===== src/rtl/ts_channel_selector_pkg.sv =====
// Shared constants and types for the TS channel selector.
package ts_channel_selector_pkg;
   localparam logic [7:0] SYNC_BYTE = 8'h47;
   localparam int         NUM_CH    = 4;

   typedef enum logic [1:0] {
      ST_IDLE    = 2'd0,
      ST_LOCKED  = 2'd1,
      ST_PENDING = 2'd2
   } sel_state_e;

   // One byte slot of a TS stream
   typedef struct packed {
      logic       valid;
      logic       sop;
      logic [7:0] data;
   } ts_beat_t;
endpackage


===== src/rtl/ts_channel_selector_monitor.sv =====
// Per-channel TS monitor: presence timer, sync/TEI check, saturating error counter.
module ts_channel_selector_monitor
   import ts_channel_selector_pkg::*;
#(
   parameter logic [19:0] LOSS_TIMEOUT = 20'd4096
) (
   input  logic       clk,
   input  logic       rst,
   input  ts_beat_t   beat,
   input  logic       clear,
   output logic       present,
   output logic [7:0] err_count
);

   logic [19:0] timer;
   logic        hdr2;
   logic        good_sop;
   logic        err_hit;

   assign good_sop = beat.valid & beat.sop & (beat.data == SYNC_BYTE);
   // Bad sync on the sop byte, or TEI set on the byte right after a sop
   assign err_hit  = beat.valid & (beat.sop ? (beat.data != SYNC_BYTE)
                                            : (hdr2 & beat.data[7]));

   // Presence: reload on a good sop, drop once the timer reaches the timeout
   always_ff @(posedge clk) begin
      if (rst) begin
         timer   <= 20'd0;
         present <= 1'b0;
      end else if (good_sop) begin
         timer   <= 20'd0;
         present <= 1'b1;
      end else if (timer != LOSS_TIMEOUT) begin
         timer <= timer + 20'd1;
         if (timer + 20'd1 == LOSS_TIMEOUT)
            present <= 1'b0;
      end
   end

   // Marks the next valid byte as the second header byte (carries TEI)
   always_ff @(posedge clk) begin
      if (rst)             hdr2 <= 1'b0;
      else if (beat.valid) hdr2 <= beat.sop;
   end

   // Saturating error counter; a clear beats a same-cycle increment
   always_ff @(posedge clk) begin
      if (rst || clear)
         err_count <= 8'd0;
      else if (err_hit && err_count != 8'hFF)
         err_count <= err_count + 8'd1;
   end

endmodule


===== src/rtl/ts_channel_selector.sv =====
// QoS channel selector: monitors four TS streams, picks a target channel and
// forwards it, switching only on packet boundaries.
module ts_channel_selector
   import ts_channel_selector_pkg::*;
#(
   parameter logic [19:0] LOSS_TIMEOUT = 20'd4096,
   parameter logic [7:0]  ERR_THRESH   = 8'd16,
   parameter logic [15:0] PRESCALE     = 16'd1000
) (
   input  logic        clk,
   input  logic        rst,
   input  logic        fallback_enable,
   input  logic        manual_enable,
   input  logic [1:0]  manual_channel,
   input  logic [7:0]  channel_priority,
   input  logic [19:0] reset_timer,
   input  logic [3:0]  ts_valid,
   input  logic [3:0]  ts_sop,
   input  logic [31:0] ts_data,
   output logic        out_valid,
   output logic        out_sop,
   output logic [7:0]  out_data,
   output logic [1:0]  active_channel,
   output logic [3:0]  signal_present,
   output logic [7:0]  error_count_ch0,
   output logic [7:0]  error_count_ch1,
   output logic [7:0]  error_count_ch2,
   output logic [7:0]  error_count_ch3
);

   ts_beat_t   beat [NUM_CH];
   logic [7:0] err  [NUM_CH];
   logic       clear;

   for (genvar g = 0; g < NUM_CH; g++) begin : g_mon
      assign beat[g] = '{valid: ts_valid[g], sop: ts_sop[g], data: ts_data[8*g +: 8]};
      ts_channel_selector_monitor #(.LOSS_TIMEOUT(LOSS_TIMEOUT)) u_mon (
         .clk       (clk),
         .rst       (rst),
         .beat      (beat[g]),
         .clear     (clear),
         .present   (signal_present[g]),
         .err_count (err[g])
      );
   end

   assign error_count_ch0 = err[0];
   assign error_count_ch1 = err[1];
   assign error_count_ch2 = err[2];
   assign error_count_ch3 = err[3];

   // ---------------- error-clear timebase ----------------
   logic [15:0] pre_cnt;
   logic [19:0] tick_cnt;
   logic [19:0] rt_q;
   logic        tick;
   logic        rt_chg;

   assign rt_chg = (reset_timer != rt_q);
   assign tick   = (pre_cnt == PRESCALE - 16'd1);
   assign clear  = ~rt_chg & tick & (reset_timer != 20'd0) &
                   (tick_cnt + 20'd1 == reset_timer);

   // Prescaler and tick counter; a new reset_timer value restarts the period
   always_ff @(posedge clk) begin
      if (rst) begin
         pre_cnt  <= 16'd0;
         tick_cnt <= 20'd0;
         rt_q     <= 20'd0;
      end else begin
         rt_q <= reset_timer;
         if (rt_chg) begin
            pre_cnt  <= 16'd0;
            tick_cnt <= 20'd0;
         end else begin
            pre_cnt <= tick ? 16'd0 : pre_cnt + 16'd1;
            if (clear)     tick_cnt <= 20'd0;
            else if (tick) tick_cnt <= tick_cnt + 20'd1;
         end
      end
   end

   // ---------------- target selection ----------------
   logic [1:0] target;
   logic [1:0] cand;
   logic       found;

   // Manual, fixed-priority, or first eligible channel in priority order
   always_comb begin
      target = active_channel;
      cand   = 2'd0;
      found  = 1'b0;
      if (manual_enable)
         target = manual_channel;
      else if (!fallback_enable)
         target = channel_priority[1:0];
      else begin
         for (int i = 0; i < NUM_CH; i++) begin
            cand = channel_priority[2*i +: 2];
            if (!found && signal_present[cand] && err[cand] < ERR_THRESH) begin
               target = cand;
               found  = 1'b1;
            end
         end
      end
   end

   // ---------------- FSM ----------------
   sel_state_e state, state_nxt;
   logic       tgt_sop;
   logic       sw;
   logic       fwd;
   logic [1:0] src;

   assign tgt_sop = beat[target].valid & beat[target].sop;

   // State register
   always_ff @(posedge clk) begin
      if (rst) state <= ST_IDLE;
      else     state <= state_nxt;
   end

   // Next state: lock on a target sop, wait in PENDING while target differs
   always_comb begin
      state_nxt = state;
      case (state)
         ST_IDLE:    if (tgt_sop) state_nxt = ST_LOCKED;
         ST_LOCKED,
         ST_PENDING: begin
            if (sw)                              state_nxt = ST_LOCKED;
            else if (target != active_channel)   state_nxt = ST_PENDING;
            else                                 state_nxt = ST_LOCKED;
         end
         default:    state_nxt = ST_IDLE;
      endcase
   end

   // Switch decision and forwarding enable (lost active channel is muted)
   always_comb begin
      sw  = tgt_sop & ((state == ST_IDLE) | (target != active_channel));
      src = sw ? target : active_channel;
      fwd = sw | ((state != ST_IDLE) &
                  (signal_present[active_channel] | manual_enable));
   end

   // Registered output stage: one cycle from input byte to out_*
   always_ff @(posedge clk) begin
      if (rst) begin
         active_channel <= 2'd0;
         out_valid      <= 1'b0;
         out_sop        <= 1'b0;
         out_data       <= 8'd0;
      end else begin
         if (sw) active_channel <= target;
         out_valid <= fwd & beat[src].valid;
         out_sop   <= fwd & beat[src].valid & beat[src].sop;
         out_data  <= (fwd & beat[src].valid) ? beat[src].data : 8'd0;
      end
   end

endmodule

===== config.mk =====
export PLATFORM = sky130hd
export DESIGN_NAME = ts_channel_selector
export DESIGN_NICKNAME = d
export VERILOG_FILES = /design/src/rtl/ts_channel_selector_pkg.sv /design/src/rtl/ts_channel_selector_monitor.sv /design/src/rtl/ts_channel_selector.sv
export SDC_FILE = /design/constraint.sdc
export NUM_CORES = 1
export LEC_CHECK = 0
export CELL_PAD_IN_SITES_DETAIL_PLACEMENT = 0
export CELL_PAD_IN_SITES_GLOBAL_PLACEMENT = 1
export CORE_ASPECT_RATIO = 0.5
export CORE_UTILIZATION = 46
export CTS_CLUSTER_DIAMETER = 100
export DETAILED_ROUTE_END_ITERATION = 8
export GPL_TIMING_DRIVEN = 0
export PLACE_DENSITY_LB_ADDON = 0.1
export RECOVER_POWER = 25
export SYNTH_ARGS = -nofsm -noshare
export SYNTH_HDL_FRONTEND = slang
export SYNTH_SLANG_ARGS = --single-unit
export TNS_END_PERCENT = 20

===== constraint.sdc =====
create_clock -name clk -period 10.6 [get_ports clk]
set_clock_uncertainty 0.2 [all_clocks]
set_input_delay 2.12 -clock clk [delete_from_list [all_inputs] [get_ports clk]]
set_output_delay 2.12 -clock clk [all_outputs]
set_load 0.01 [all_outputs]

==> Word-level counts from Yosys, hierarchy flattened <==
Cells that the tools add are included.
Widths: inputs -> output; s select.
{ "totals": {"out_inout_bits": 48, "ff_bits": 190, "input_bits": 74} }
{ "op_classes": {"n_eq_ne": 27, "muxes": 64, "n_bitwise": 35, "reduce_logical": 38, "order_cmp": 15, "n_addsub": 10} }
{ "op_table": {"columns": ["cell", "n"], "rows": [
  ["$add 20x1->20 const B", 5],
  ["$eq 20x13->1 const B", 4],
  ["$ne 20x13->1 const B", 4],
  ["$bmux 8 s2", 4],
  ["$mux 8", 8],
  ["$bmux 10 s2", 2],
  ["$mux 10", 4],
  ["$add 8x1->8 const B", 4],
  ["$eq 8x7->1 const B", 4],
  ["$lt 8x5->1 const B", 4],
  ["$ne 8x7->1 const B", 4],
  ["$ne 8x8->1 const B", 4],
  ["$mux 1", 30],
  ["$and 1x1->1", 24],
  ["$eq 20x20->1", 1],
  ["$mux 2", 10],
  ["$ne 20x20->1", 1],
  ["$reduce_bool 20->1", 1],
  ["$ge 3x3->1 const B", 6],
  ["$not 2->3", 6],
  ["$reduce_bool 2->1", 9],
  ["$add 16x1->16 const B", 1],
  ["$eq 16x10->1 const B", 1],
  ["$lt 2x3->1 const B", 5],
  ["other kinds (15)", 43]
]} }

==> Depth between registers and ports, before layout <==
Gate-level depths: netlist of run 1.
{ "logic_depth": {"depth_word": 41, "depth_mapped": 14, "ltp_nobuf": 12} }

==> By module <==
A second synthesis of run 1 with hierarchy kept.
{ "unflattened": {"cells_unflattened": 1347, "area_unflattened_um2": 11315.9} }
{ "modules_own_cells": {"columns": ["module", "cells_each", "seq_area_each_um2", "instances", "area_per_inst_um2"], "rows": [
  ["ts_channel_selector_monitor at g_mon[0].u_mon ...", 207, 600.6, 3, 1736.7],
  ["ts_channel_selector", 520, 1401.3, 1, 4381.7],
  ["ts_channel_selector_monitor at g_mon[3].u_mon", 206, 600.6, 1, 1724.2]
]} }

==> Least setup slack after synthesis of run 1 <==
Ideal clock, no wire load.
{ "synth_timing": {"path_kind": "input port to flip-flop", "start": "in channel_priority[0]", "end": "reg out_data[0]", "required_time_ns": 10.255, "path_slack_ns": 5.575, "arrival_ns": 4.680, "setup_time_ns": 0.145, "stages": 10, "cell_sequence": "clkbuf_1 -> mux4_2 -> o311ai_1 -> o21ba_1 -> o32a_1 -> or2_4 -> o21ai_4 -> buf_12 -> mux4_1 -> nor3b_1"} }
{ "synth_via": {"elab_chain_len": 41, "elab_cells_between_ends": 49, "classes_between": "1 x order compare; 1 x eq/ne; 27 x mux; 9 x bitwise; 11 x reduce/logical"} }
{ "synth_lines": {"columns": ["element", "line", "rtl"], "rows": [
  ["start: declaration", "ts_channel_selector.sv:15", "input logic [7:0] channel_priority,"],
  ["$not 2->3 (implied by the code)", "ts_channel_selector.sv:100", "if (!found && signal_present[cand] && err[cand] < ERR_THRESH) begin"],
  ["$bmux 8 s2", "ts_channel_selector.sv:100", null],
  ["$mux 8 (implied by the code) (2 in series)", "ts_channel_selector.sv:100", null],
  ["$lt 8x5->1", "ts_channel_selector.sv:100", null],
  ["$logic_and 1x1->1", "ts_channel_selector.sv:100", null],
  ["$mux 1", "ts_channel_selector.sv:100", null],
  ["$mux 1", "ts_channel_selector.sv:95", "else if (!fallback_enable)"],
  ["$mux 1", "ts_channel_selector.sv:93", "if (manual_enable)"],
  ["(+23 left out)", null, null],
  ["$and 1x1->1", "ts_channel_selector.sv:140", "sw = tgt_sop & ((state == ST_IDLE) | (target != active_channel));"],
  ["$mux 2", null, null],
  ["$not 2->3 (implied by the code)", "ts_channel_selector.sv:157", "out_data <= (fwd & beat[src].valid) ? beat[src].data : 8'd0;"],
  ["$bmux 10 s2", "ts_channel_selector.sv:157", null],
  ["$mux 10 (implied by the code) (2 in series)", "ts_channel_selector.sv:157", null],
  ["$and 1x1->1", "ts_channel_selector.sv:157", null],
  ["$not 1->1 (no line)", null, null],
  ["$reduce_or 2->1 (no line)", null, null],
  ["end signal: assignment", "ts_channel_selector.sv:157", null],
  ["end: declaration", "ts_channel_selector.sv:22", "output logic [7:0] out_data,"]
]} }
Every way passes the cells marked *; elsewhere a longest branch is shown, timed or not. The select of a mux whose other input is x is not followed.
A chain may end at the register's enable or synchronous reset.

==> Final worst setup path of run 1 <==
{ "layout_timing": {"start": "in channel_priority[7]", "end": "reg out_sop"} }
{ "layout_via": {"elab_chain_len": 22, "elab_cells_between_ends": 28, "classes_between": "1 x order compare; 1 x eq/ne; 15 x mux; 9 x bitwise; 2 x reduce/logical"} }
{ "layout_lines": {"columns": ["element", "line", "rtl"], "rows": [
  ["$not 2->3 (implied by the code)", "ts_channel_selector.sv:100", null],
  ["$bmux 8 s2", "ts_channel_selector.sv:100", null],
  ["$mux 8 (implied by the code) (2 in series)", "ts_channel_selector.sv:100", null],
  ["$lt 8x5->1", "ts_channel_selector.sv:100", null],
  ["$logic_and 1x1->1", "ts_channel_selector.sv:100", null],
  ["$mux 2 (*)", "ts_channel_selector.sv:100", null],
  ["$mux 2 (*)", "ts_channel_selector.sv:95", null],
  ["$mux 2 (*)", "ts_channel_selector.sv:93", null],
  ["(+4 left out)", null, null],
  ["$and 1x1->1", "ts_channel_selector.sv:115", "assign tgt_sop = beat[target].valid & beat[target].sop;"],
  ["$and 1x1->1", "ts_channel_selector.sv:140", null],
  ["$mux 2", null, null],
  ["$not 2->3 (implied by the code)", "ts_channel_selector.sv:156", "out_sop <= fwd & beat[src].valid & beat[src].sop;"],
  ["$bmux 10 s2", "ts_channel_selector.sv:156", null],
  ["$mux 10 (2 in series)", null, null],
  ["$and 1x1->1", "ts_channel_selector.sv:156", null],
  ["$and 1x1->1 (*)", "ts_channel_selector.sv:156", null],
  ["end signal: assignment", "ts_channel_selector.sv:156", null],
  ["end: declaration", "ts_channel_selector.sv:21", "output logic out_sop,"]
]} }
Marks and branches as above.

==> impl_metrics.env, run 1 <==
export IMPL_syn_nets=1326
export IMPL_cp_required_ns=10.69
export IMPL_fmax_mhz=180
export IMPL_tightest_slew_ns=1.12
export IMPL_grt_pass1_vias=8644
export IMPL_dpl_worst_slack_ns=4.69
export IMPL_htreeDepth=4
export IMPL_port_buffer_count=118
export IMPL_gp_congestion=0.946
export IMPL_post_route_min_period_ns=5.56
export IMPL_synth_warnings=0
export IMPL_grt_pass1_wl_um=43600
export IMPL_setup_viol_count_final=0
export IMPL_power_switching_share=0.239
export IMPL_hold_class="flop to flop"
export IMPL_worstSkewPairLatency_ns=0.45
export IMPL_grt_max_degree=17
export IMPL_clock_path_buffers=2
export IMPL_wl_per_cell_um=15.6
export IMPL_clock_sinks=190
export IMPL_fin_crit_sh=0.524
export IMPL_cts_buffers=17
export IMPL_cts_resized_gates=0
export IMPL_clkPwrFrac=0.426
export IMPL_postSynth_asyncResetShare=0
export IMPL_power_leakage_nw=4.50
export IMPL_whs_path_depth=1
export IMPL_synthSimpleGateAreaFrac=0.294
export IMPL_via_count=9016
export IMPL_rr_endpoint="out_sop$_SDFF_PP0_"
export IMPL_synth_seq_area_share=0.366
export IMPL_fin_nets=1463
export IMPL_maxSlewViolCount=0
export IMPL_cts_tree="built"
export IMPL_p_sw_mw=0.386
export IMPL_via_per_inst=5.35
export IMPL_syn_inst=1236
export IMPL_tns_ns=0
export IMPL_drt_iter0_drc=369
export IMPL_worstSetupPathType="input pin to flop"
export IMPL_synth_mux_area_fraction=0.0461
export IMPL_synthAdderAreaFrac=0.0192
export IMPL_fp_dieArea_sq_mm=0.0233
export IMPL_initial_core_util=0.474
export IMPL_synth_top_family_by_area="simple AND/OR/NAND/NOR gates"
export IMPL_vdd_drop_max_uv=99.2
export IMPL_dr_pass1_iters=5
export IMPL_worstSetupStartpointType="input pin"
export IMPL_post_cts_buffers=0
export IMPL_core_rowCount=38
export IMPL_die_width_um=215
export IMPL_cp_max_fo=10
export IMPL_drt_total_wl_um=26300
export IMPL_hold_viol=0
export IMPL_antenna_found_initial=0
export IMPL_die_h_um=108
export IMPL_grt_usage=0.236
export IMPL_drive_above_1_share=0.0477
export IMPL_synth_edff_count=0
export IMPL_placed_area_sq_mm=0.0120
export IMPL_syn_avg_cell_area_sq_um=8.41
export IMPL_status="finished, final reports clean"
export IMPL_cap_viol_max_count=0
export IMPL_route_detailed_drc=0
export IMPL_maxSlewHeadroom=0.246
export IMPL_reg2reg_depth=11
export IMPL_ctsHoldBuffers=0
export IMPL_core_area_sq_mm=0.0219
export IMPL_r2r_start="g_mon[2].u_mon.present$_SDFFE_PP0P_"
export IMPL_syn_cell_area_sq_mm=0.0104
export IMPL_rsz0062_at_grt="no"
export IMPL_synth_seq_cells=190
export IMPL_reg2reg_slack_ns=6.17
export IMPL_worst_ep_arrival_time_ns=5.65
export IMPL_cellPowerDensity_mw_per_mm2=128
export IMPL_cp_endpoint="out_sop$_SDFF_PP0_"
export IMPL_overflow=0
export IMPL_seq_power_share=0.461
export IMPL_endpoint_kind="flop"
export IMPL_yosys_area_share_xor_xnor=0.163
export IMPL_combPwrFrac=0.113
export IMPL_internal_power_mw=1.23
export IMPL_startpoint="channel_priority[7]"
export IMPL_post_dp_hpwl_um=20100
export IMPL_synth_cell_type_count=76
export IMPL_synth_compound_area_frac=0.0836
export IMPL_clock_root_buffer="clkbuf_16"
export IMPL_antennaDiodeCount=0
export IMPL_syn_to_final_growth_pct=21.0
export IMPL_fin_ws_ns=5.04
export IMPL_final_antenna_net_count=0
export IMPL_fin_area_sq_mm=0.0126
export IMPL_io_pins=122
export IMPL_yosys_most_used_dff="dfxtp_1"
export IMPL_cts_clk_slew_worst_paths_ns=0.07
[critical path, cell delays in order]
cell	delay [ns]
clkdlybuf4s50_1	0.60
nand4b_1	0.18
a21boi_0	0.34
o31ai_1	0.16
a221oi_2	0.38
o21bai_1	0.23
a21o_1	0.25
a211oi_2	0.37
mux2_1	0.40
a221oi_4	0.48
nor3b_1	0.12
[cell usage after synthesis, types with 3 or more instances]
| cell | n | area (sq um) |
|---|---|---|
| o22ai_1 | 7 | 43.8 |
| nor3b_1 | 14 | 105 |
| and2_1 | 7 | 43.8 |
| nand3b_1 | 8 | 60.1 |
| dfxtp_1 | 190 | 3800 |
| nand3_1 | 64 | 320 |
| clkbuf_1 | 42 | 158 |
| o41ai_1 | 4 | 35.0 |
| o31ai_1 | 7 | 52.6 |
| or2_2 | 10 | 62.6 |
| o21ai_0 | 19 | 95.1 |
| nand2b_1 | 10 | 62.6 |
| inv_1 | 20 | 75.1 |
| nand4_1 | 24 | 150 |
| nor2b_1 | 25 | 156 |
| nor3_1 | 33 | 165 |
| a21oi_1 | 28 | 140 |
| nor4b_1 | 6 | 52.6 |
| a31oi_1 | 9 | 56.3 |
| nand4b_1 | 6 | 52.6 |
| mux4_2 | 5 | 113 |
| or4_1 | 5 | 37.5 |
| and3_1 | 42 | 263 |
| and4_1 | 6 | 52.6 |
| or3_1 | 7 | 43.8 |
| ha_1 | 16 | 200 |
| xor2_1 | 93 | 815 |
| nor2_1 | 212 | 796 |
| nor4bb_1 | 3 | 30.0 |
| nand2_1 | 104 | 390 |
| mux2i_1 | 16 | 160 |
| o211ai_1 | 8 | 60.1 |
| nor4_1 | 18 | 113 |
| mux4_1 | 7 | 184 |
| xnor2_1 | 101 | 885 |
| a2111oi_0 | 4 | 35.0 |
| o21ai_1 | 3 | 15.0 |
| a221oi_2 | 3 | 45.0 |
| o21bai_1 | 4 | 30.0 |
| buf_4 | 4 | 30.0 |
[area by class of cell]
cell class / instances / area (sq um)
Sequential cell: 190 / 3800
Clock inverter: 10 / 163
Inverter: 20 / 75.1
Multi-Input combinational cell: 978 / 6310
Fill cell: 2052 / 9330
Clock buffer: 21 / 460
Buffer: 48 / 213
Tap cell: 300 / 375
Timing Repair Buffer: 118 / 1180
[placed cells by master (no fill, tap or decap), types with 25 or more instances in the layout]
master | Yosys | final
nor2b_1 | 25 | 25
nor2_1 | 212 | 212
dfxtp_1 | 190 | 190
xor2_1 | 93 | 93
xnor2_1 | 101 | 101
clkdlybuf4s50_1 | 0 | 87
and3_1 | 42 | 42
a21oi_1 | 28 | 28
dlygate4sd3_1 | 0 | 31
nor3_1 | 33 | 33
clkbuf_1 | 42 | 44
nand3_1 | 64 | 64
nand2_1 | 104 | 104
[sequential cells by signal, summed over array words and instances, names as in the netlist]
| register | flops |
|---|---|
| rt_q | 20 |
| out_sop | 1 |
| out_valid | 1 |
| active_channel | 2 |
| g_mon.u_mon.hdr2 | 4 |
| g_mon.u_mon.present | 4 |
| tick_cnt | 20 |
| pre_cnt | 16 |
| g_mon.u_mon.err_count | 32 |
| g_mon.u_mon.timer | 80 |
| out_data | 8 |
| state | 2 |
[power by group through the flow]
| stage | logic, mW | registers, mW | clock network [mW] |
|---|---|---|---|
| final | 0.182 | 0.743 | 0.687 |
| after global routing | 0.199 | 0.744 | 0.733 |
| after CTS | 0.184 | 0.743 | 0.706 |
| after detailed placement | 0.183 | 0.759 | 0 |
| after global placement | 0.179 | 0.758 | 0 |
| after floorplan | 0.104 | 0.759 | 0 |
[stage by stage]
stage	total power, mW	util	instances	hold slack, ns
floorplan	0.863	-	1236	0.230
global placement	0.937	0.545	1654	0.246
detailed placement	0.942	0.546	1654	0.256
CTS	1.63	0.574	1685	0.271
global route	1.68	0.574	1685	0.288
finish	1.61	0.574	1685	0.265
[kinds of logic after synthesis]
| family | Yosys count |
|---|---|
| and+or+nand+nor | 615 |
| xor gates and xnor gates | 194 |
| DFF | 190 |
| AOI/OAI and AO/OA | 123 |
| buffers and inverters | 68 |
| muxes | 30 |
| adders and majority gates | 16 |
[layer usage]
metal	part of all wire	global-route usage	vias to the layer above
li1	-	-	4570
met1	0.49	0.309	4286
met2	0.46	0.395	136
met3	0.032	0.0495	24
met4	0.013	0.0663	0
met5	0	0	-
[how the worst min path moves through the flow]
stage                                from               endpoint  slack [ns]
floorplan           pre_cnt[0]$_SDFF_PP0_  pre_cnt[0]$_SDFF_PP0_        0.23
global placement    pre_cnt[0]$_SDFF_PP0_  pre_cnt[0]$_SDFF_PP0_        0.25
detailed placement  pre_cnt[0]$_SDFF_PP0_  pre_cnt[0]$_SDFF_PP0_        0.26
CTS                 pre_cnt[0]$_SDFF_PP0_  pre_cnt[0]$_SDFF_PP0_        0.27
global route        pre_cnt[0]$_SDFF_PP0_  pre_cnt[0]$_SDFF_PP0_        0.29
finish              pre_cnt[0]$_SDFF_PP0_  pre_cnt[0]$_SDFF_PP0_        0.26
Note: power is estimated with default switching activity, not from simulation.
==> run 2, diff against run 1 <==
--- a/config.mk
+++ b/config.mk
@@ -8,7 +8,7 @@
 export CELL_PAD_IN_SITES_DETAIL_PLACEMENT = 0
 export CELL_PAD_IN_SITES_GLOBAL_PLACEMENT = 1
 export CORE_ASPECT_RATIO = 0.5
-export CORE_UTILIZATION = 46
+export CORE_UTILIZATION = 39
 export CTS_CLUSTER_DIAMETER = 100
 export DETAILED_ROUTE_END_ITERATION = 8
 export GPL_TIMING_DRIVEN = 0
==> constraint.sdc (replaced) <==
create_clock -name clk -period 4.6 [get_ports clk]
set_clock_uncertainty 0.2 [all_clocks]
set_input_delay 0.92 -clock clk [delete_from_list [all_inputs] [get_ports clk]]
set_output_delay 0.92 -clock clk [all_outputs]
set_load 0.01 [all_outputs]
==> run 2 against run 1 <==
  * Die area up 18%
  * Clock power up 130%
  * Critical path depth unchanged
  * Combinational power up 130%
  * Wire length up 3.1%
  * Non-clock buffer count up 1
  * Via count down 0.53%
  * Hold slack better by 0.0079 ns
  * Register-to-register slack worse by 5.9 ns
  * Final area up 0.46%
  * Critical path type is now flop to flop
==> impl_metrics.env, run 2 (synthesized netlist as in run 1, its figures left out) <==
export IMPL_hold_viol=0
export IMPL_cellPowerDensity_mw_per_mm2=293
export IMPL_gp_congestion=0.879
export IMPL_tightest_slew_ns=1.20
export IMPL_io_pins=122
export IMPL_dr_pass1_iters=8
export IMPL_clock_path_buffers=2
export IMPL_worst_ep_arrival_time_ns=4.43
export IMPL_whs_ns=0.272
export IMPL_worstSkewPairLatency_ns=0.45
export IMPL_hold_class="flop to flop"
export IMPL_maxSlewViolCount=0
export IMPL_placed_cells=1698
export IMPL_largest_reg_flops=80
export IMPL_worstSetupPathType="flop to flop"
export IMPL_mostFrequentLayoutCells="nor2_1 (212), dfxtp_1 (190), nand2_1 (104)"
export IMPL_path_cells="or4b_4 > or2_4 > mux4_2 > o21ai_1 > a32oi_1 > o31ai_1 > xnor2_1 > a211oi_2 > mux2_1 > a221oi_4 > nor3b_1"
export IMPL_fin_crit_sh=0.937
export IMPL_fin_area_sq_mm=0.0126
export IMPL_grt_usage=0.203
export IMPL_htreeDepth=4
export IMPL_fmax_mhz=232
export IMPL_grt_max_degree=17
export IMPL_power_leakage_nw=4.52
export IMPL_power_mw=3.70
export IMPL_rsz0062_at_grt="no"
export IMPL_die_h_um=117
export IMPL_die_width_um=233
export IMPL_antennaDiodeCount=0
export IMPL_vdd_drop_max_uv=290
export IMPL_ctsHoldBuffers=0
export IMPL_wl_per_cell_um=15.7
export IMPL_utilization=0.492
export IMPL_setup_viol_count_final=0
export IMPL_cp_required_ns=4.72
export IMPL_via_per_inst=5.18
export IMPL_maxSlewHeadroom=0.189
export IMPL_syn_to_final_growth_pct=21.6
export IMPL_worstSetupStartpointType="flop"
export IMPL_post_dp_hpwl_um=20600
export IMPL_top_regs="g_mon.u_mon.timer (80), g_mon.u_mon.err_count (32)"
export IMPL_route_detailed_drc=0
export IMPL_initial_core_util=0.405
export IMPL_via_count=8968
export IMPL_drt_total_wl_um=27100
export IMPL_cp_slowest_cell="or4b_4"
export IMPL_core_area_sq_mm=0.0257
export IMPL_fp_dieArea_sq_mm=0.0274
export IMPL_port_buffer_count=118
export IMPL_max_stage_delay_ns=0.53
export IMPL_cts_tree="built"
export IMPL_endpoint_kind="flop"
export IMPL_cp_max_fo=10
export IMPL_final_common_cell="nor2_1"
export IMPL_final_antenna_net_count=0
export IMPL_placed_area_sq_mm=0.0120
export IMPL_post_route_min_period_ns=4.31
export IMPL_cts_clk_slew_worst_paths_ns=0.07
export IMPL_overflow=0
export IMPL_cap_viol_max_count=0
export IMPL_clock_root_buffer="clkbuf_16"
export IMPL_core_rowCount=41
export IMPL_top_register="g_mon.u_mon.timer"
export IMPL_cts_buffers=17
export IMPL_drt_iter0_drc=476
export IMPL_finalNonFillerCells=1731
export IMPL_antenna_found_initial=0
export IMPL_grt_pass1_vias=8571
export IMPL_fin_nets=1464
export IMPL_grt_pass1_wl_um=44200
export IMPL_clock_sinks=190
export IMPL_drive_above_1_share=0.0505
export IMPL_status="finished, final reports clean"
## run 2: cell types whose count changed in the layout (fill, tap and decap cells not counted), sizes merged
cell	before	now
buf	6	7
bufinv	4	2
clkbuf	63	64
clkdlybuf4s50	87	85
clkinv	4	5
clkinvlp	2	1
dlygate4sd3	31	33
inv	20	22
## run 2: metal layers
layer | up-vias | part of all wire | global-route usage
met2 | 111 | 0.46 | 0.321
li1 | 4561 | - | -
met4 | 0 | 0.015 | 0.0617
met3 | 34 | 0.032 | 0.0383
met5 | - | 0 | 0
met1 | 4262 | 0.49 | 0.279
## run 2: worst max-delay path: cells and delay by family (launching register included)
kind / cells / cell delay (ns)
simple gates: 3 / 0.91
compound gates: 5 / 1.55
mux: 2 / 0.93
flops: 1 / 0.43
xor+xnor: 1 / 0.14
## run 2: report_power, final
| group | switching (mW) | leakage (nW) | internal [mW] |
|---|---|---|---|
| combinational | 0.214 | 2.67 | 0.209 |
| clock | 0.690 | 0.303 | 0.880 |
| sequential | 0.0283 | 1.54 | 1.68 |
| total | 0.933 | 4.52 | 2.77 |
## run 2: final cells by class
cell class | count | area (sq um)
Buffer | 48 | 213
Clock buffer | 22 | 494
Clock inverter | 10 | 125
Fill cell | 2489 | 13100
Inverter | 20 | 75.1
Multi-Input combinational cell | 978 | 6310
Sequential cell | 190 | 3800
Tap cell | 344 | 430
Timing Repair Buffer | 119 | 1190
## run 2: worst paths after layout
check	slack, ns	depth (start not counted)	to	from
worst max register to register	0.29	11	out_data[7]$_SDFF_PP0_	g_mon[2].u_mon.present$_SDFFE_PP0P_
worst min-delay path	0.27	1	pre_cnt[0]$_SDFF_PP0_	pre_cnt[0]$_SDFF_PP0_
worst min register to register	0.27	1	pre_cnt[0]$_SDFF_PP0_	pre_cnt[0]$_SDFF_PP0_
worst max-delay path	0.29	11	out_data[7]$_SDFF_PP0_	g_mon[2].u_mon.present$_SDFFE_PP0P_
## run 2: timing repair
| item | CTS | global route |
|---|---|---|
| buffers inserted | 0 | 1 |
| resized for setup | 0 | 1 |
| setup endpoints to repair | 0 | 10 |
## run 2: metrics by stage
step | setup TNS [ns] | setup WS [ns]
floorplan | 0 | 0.725
global placement | -0.657 | -0.0747
detailed placement | -0.806 | -0.100
CTS | 0 | 0.282
global route | 0 | 0.0474
finish | 0 | 0.290
==> run 3, diff against run 2 <==
--- a/config.mk
+++ b/config.mk
@@ -8,8 +8,10 @@
 export CELL_PAD_IN_SITES_DETAIL_PLACEMENT = 0
 export CELL_PAD_IN_SITES_GLOBAL_PLACEMENT = 1
 export CORE_ASPECT_RATIO = 0.5
+export CORE_MARGIN = 1.5
 export CORE_UTILIZATION = 39
 export CTS_CLUSTER_DIAMETER = 100
+export CTS_CLUSTER_SIZE = 20
 export DETAILED_ROUTE_END_ITERATION = 8
 export GPL_TIMING_DRIVEN = 0
 export PLACE_DENSITY_LB_ADDON = 0.1
==> run 3 against run 2 <==
  * Wire length down 0.44%
  * Non-clock buffer count up 1
  * Via count increased by 0.57%
  * Maximum frequency fell by 0.43%
  * Hold slack got worse by 0.00091 ns
  * Critical path depth is the same
  * Combinational power is 1% lower
  * Count of clock-buffer cells in the layout down 4
  * Critical endpoint is now out_data[1]$_SDFF_PP0_
  * Largest cell class unchanged
  * Largest power group unchanged
  * Highest routed layer unchanged
==> impl_metrics.env, run 3 (synthesized netlist as in run 1, its figures left out) <==
export IMPL_crit_cells=11
export IMPL_maxSlewHeadroom=0.281
export IMPL_vdd_drop_max_uv=278
export IMPL_path_cells="nor3_1 > nand3b_1 > mux4_2 > nand3b_1 > o311ai_1 > o21bai_1 > a21o_1 > a211oi_2 > mux2_1 > a221oi_4 > nor3b_1"
export IMPL_via_per_inst=5.18
export IMPL_cts_resized_gates=0
export IMPL_fp_dieArea_sq_mm=0.0277
export IMPL_post_route_min_period_ns=4.33
export IMPL_whs_ns=0.272
export IMPL_power_leakage_nw=4.49
export IMPL_die_width_um=234
export IMPL_cp_slowest_cell="mux4_2"
export IMPL_multi_input_area_sq_mm=0.00631
export IMPL_via_count=9019
export IMPL_core_area_sq_mm=0.0263
export IMPL_power_mw=3.58
export IMPL_die_h_um=118
export IMPL_cp_max_fo=10
export IMPL_rr_endpoint="out_data[1]$_SDFF_PP0_"
export IMPL_cp_top_family="compound AO/OA/AOI/OAI gates"
export IMPL_grt_pass1_vias=8497
export IMPL_port_buffer_count=118
export IMPL_hold_class="flop to flop"
export IMPL_worstSetupStartpointType="flop"
export IMPL_fmax_mhz=231
export IMPL_endpoint_kind="flop"
export IMPL_reg2reg_slack_ns=0.27
export IMPL_cellPowerDensity_mw_per_mm2=284
export IMPL_max_stage_delay_ns=0.61
export IMPL_cp_required_ns=4.71
export IMPL_setup_viol_count_final=0
export IMPL_cts_tree="built"
export IMPL_cts_buffers=17
export IMPL_tightest_slew_ns=1.07
export IMPL_overflow=0
export IMPL_fin_area_sq_mm=0.0126
export IMPL_hold_viol=0
export IMPL_worst_ep_arrival_time_ns=4.44
export IMPL_grt_max_degree=19
export IMPL_final_antenna_net_count=0
export IMPL_worstSetupPathType="flop to flop"
export IMPL_placed_cells=1706
export IMPL_post_dp_hpwl_um=20700
export IMPL_clock_sinks=190
export IMPL_antenna_found_initial=0
export IMPL_initial_core_util=0.395
export IMPL_gp_congestion=0.899
export IMPL_fin_crit_sh=0.941
export IMPL_drt_total_wl_um=27000
export IMPL_htreeDepth=4
export IMPL_final_common_cell="nor2_1"
export IMPL_antennaDiodeCount=0
export IMPL_mostFrequentLayoutCells="nor2_1 (212), dfxtp_1 (190), nand2_1 (104)"
export IMPL_worstSkewPairLatency_ns=0.45
export IMPL_placed_area_sq_mm=0.0120
export IMPL_clock_root_buffer="clkbuf_16"
export IMPL_route_detailed_drc=0
export IMPL_status="finished, final reports clean"
export IMPL_r2r_start="g_mon[3].u_mon.err_count[4]$_SDFFE_PP0P_"
export IMPL_clock_path_buffers=2
export IMPL_grt_pass1_wl_um=44000
export IMPL_cp_endpoint="out_data[1]$_SDFF_PP0_"
export IMPL_drive_above_1_share=0.0504
export IMPL_cap_viol_max_count=0
export IMPL_drt_iter0_drc=451
export IMPL_startpoint="g_mon[3].u_mon.err_count[4]$_SDFFE_PP0P_"
export IMPL_finalNonFillerCells=1740
export IMPL_io_pins=122
export IMPL_reg2reg_depth=11
export IMPL_nFillCells=2548
export IMPL_core_rowCount=42
export IMPL_crit_buf_inv=0
export IMPL_grt_usage=0.201
export IMPL_fin_nets=1465
export IMPL_largest_reg_flops=80
export IMPL_wl_per_cell_um=15.5
export IMPL_critPathMostFrequentCell="nand3b_1"
export IMPL_maxSlewViolCount=0
export IMPL_cts_clk_slew_worst_paths_ns=0.08
export IMPL_fin_ws_ns=0.271
export IMPL_top_regs="g_mon.u_mon.timer (80), g_mon.u_mon.err_count (32)"
export IMPL_syn_to_final_growth_pct=21.2
export IMPL_seq_area_sq_mm=0.00380
export IMPL_top_register="g_mon.u_mon.timer"
export IMPL_dr_pass1_iters=5
export IMPL_rsz0062_at_grt="no"
export IMPL_dpl_worst_slack_ns=-0.140
==> run 3: changes by cell type in the layout (fill, tap and decap cells not counted), sizes merged <==
cell / change
bufinv: -2
clkinv: +1
clkbuf: -3
inv: +3
clkinvlp: +2
==> run 3: worst min path at each step <==
| stage | from | end | depth (start not counted) |
|---|---|---|---|
| 2_1_floorplan | pre_cnt[0]$_SDFF_PP0_ | pre_cnt[0]$_SDFF_PP0_ | 1 |
| 3_3_place_gp | pre_cnt[0]$_SDFF_PP0_ | pre_cnt[0]$_SDFF_PP0_ | 1 |
| 3_5_place_dp | pre_cnt[0]$_SDFF_PP0_ | pre_cnt[0]$_SDFF_PP0_ | 1 |
| 4_1_cts | g_mon[0].u_mon.hdr2$_SDFFE_PP0P_ | g_mon[0].u_mon.hdr2$_SDFFE_PP0P_ | 2 |
| 5_1_grt | g_mon[0].u_mon.hdr2$_SDFFE_PP0P_ | g_mon[0].u_mon.hdr2$_SDFFE_PP0P_ | 2 |
| 6_report | pre_cnt[0]$_SDFF_PP0_ | pre_cnt[0]$_SDFF_PP0_ | 1 |
==> run 3: metal layers <==
layer,vias up,global-route usage,share of wire
li1,4577,-,-
met1,4284,0.274,0.48
met2,127,0.325,0.47
met3,31,0.0360,0.035
met4,0,0.0581,0.014
met5,-,0,0
==> run 3: through the flow <==
step	setup TNS, ns	utilization
2_1_floorplan	0	-
3_3_place_gp	-0.644	0.457
3_5_place_dp	-0.928	0.457
4_1_cts	0	0.478
5_1_grt	0	0.479
6_report	0	0.479
==> run 3: power by group <==
part           total [mW]  internal, mW  switching (mW)  leakage, nW
sequential           1.71          1.68          0.0286         1.54
combinational       0.418         0.209           0.209         2.68
clock                1.46         0.727           0.729        0.272
total                3.58          2.62           0.967         4.49
==> run 3: layout make-up <==
cell class	instances	area share
Clock inverter	14	0.0103
Timing Repair Buffer	120	0.0947
Sequential cell	190	0.302
Inverter	20	0.00596
Tap cell	352	0.0349
Multi-Input combinational cell	978	0.501
Buffer	48	0.0169
Clock buffer	18	0.0348
==> run 3: repair_timing <==
item,4_1_cts,5_1_grt
buffers inserted,0,1
hold buffers,0,0
setup endpoints to repair,0,1
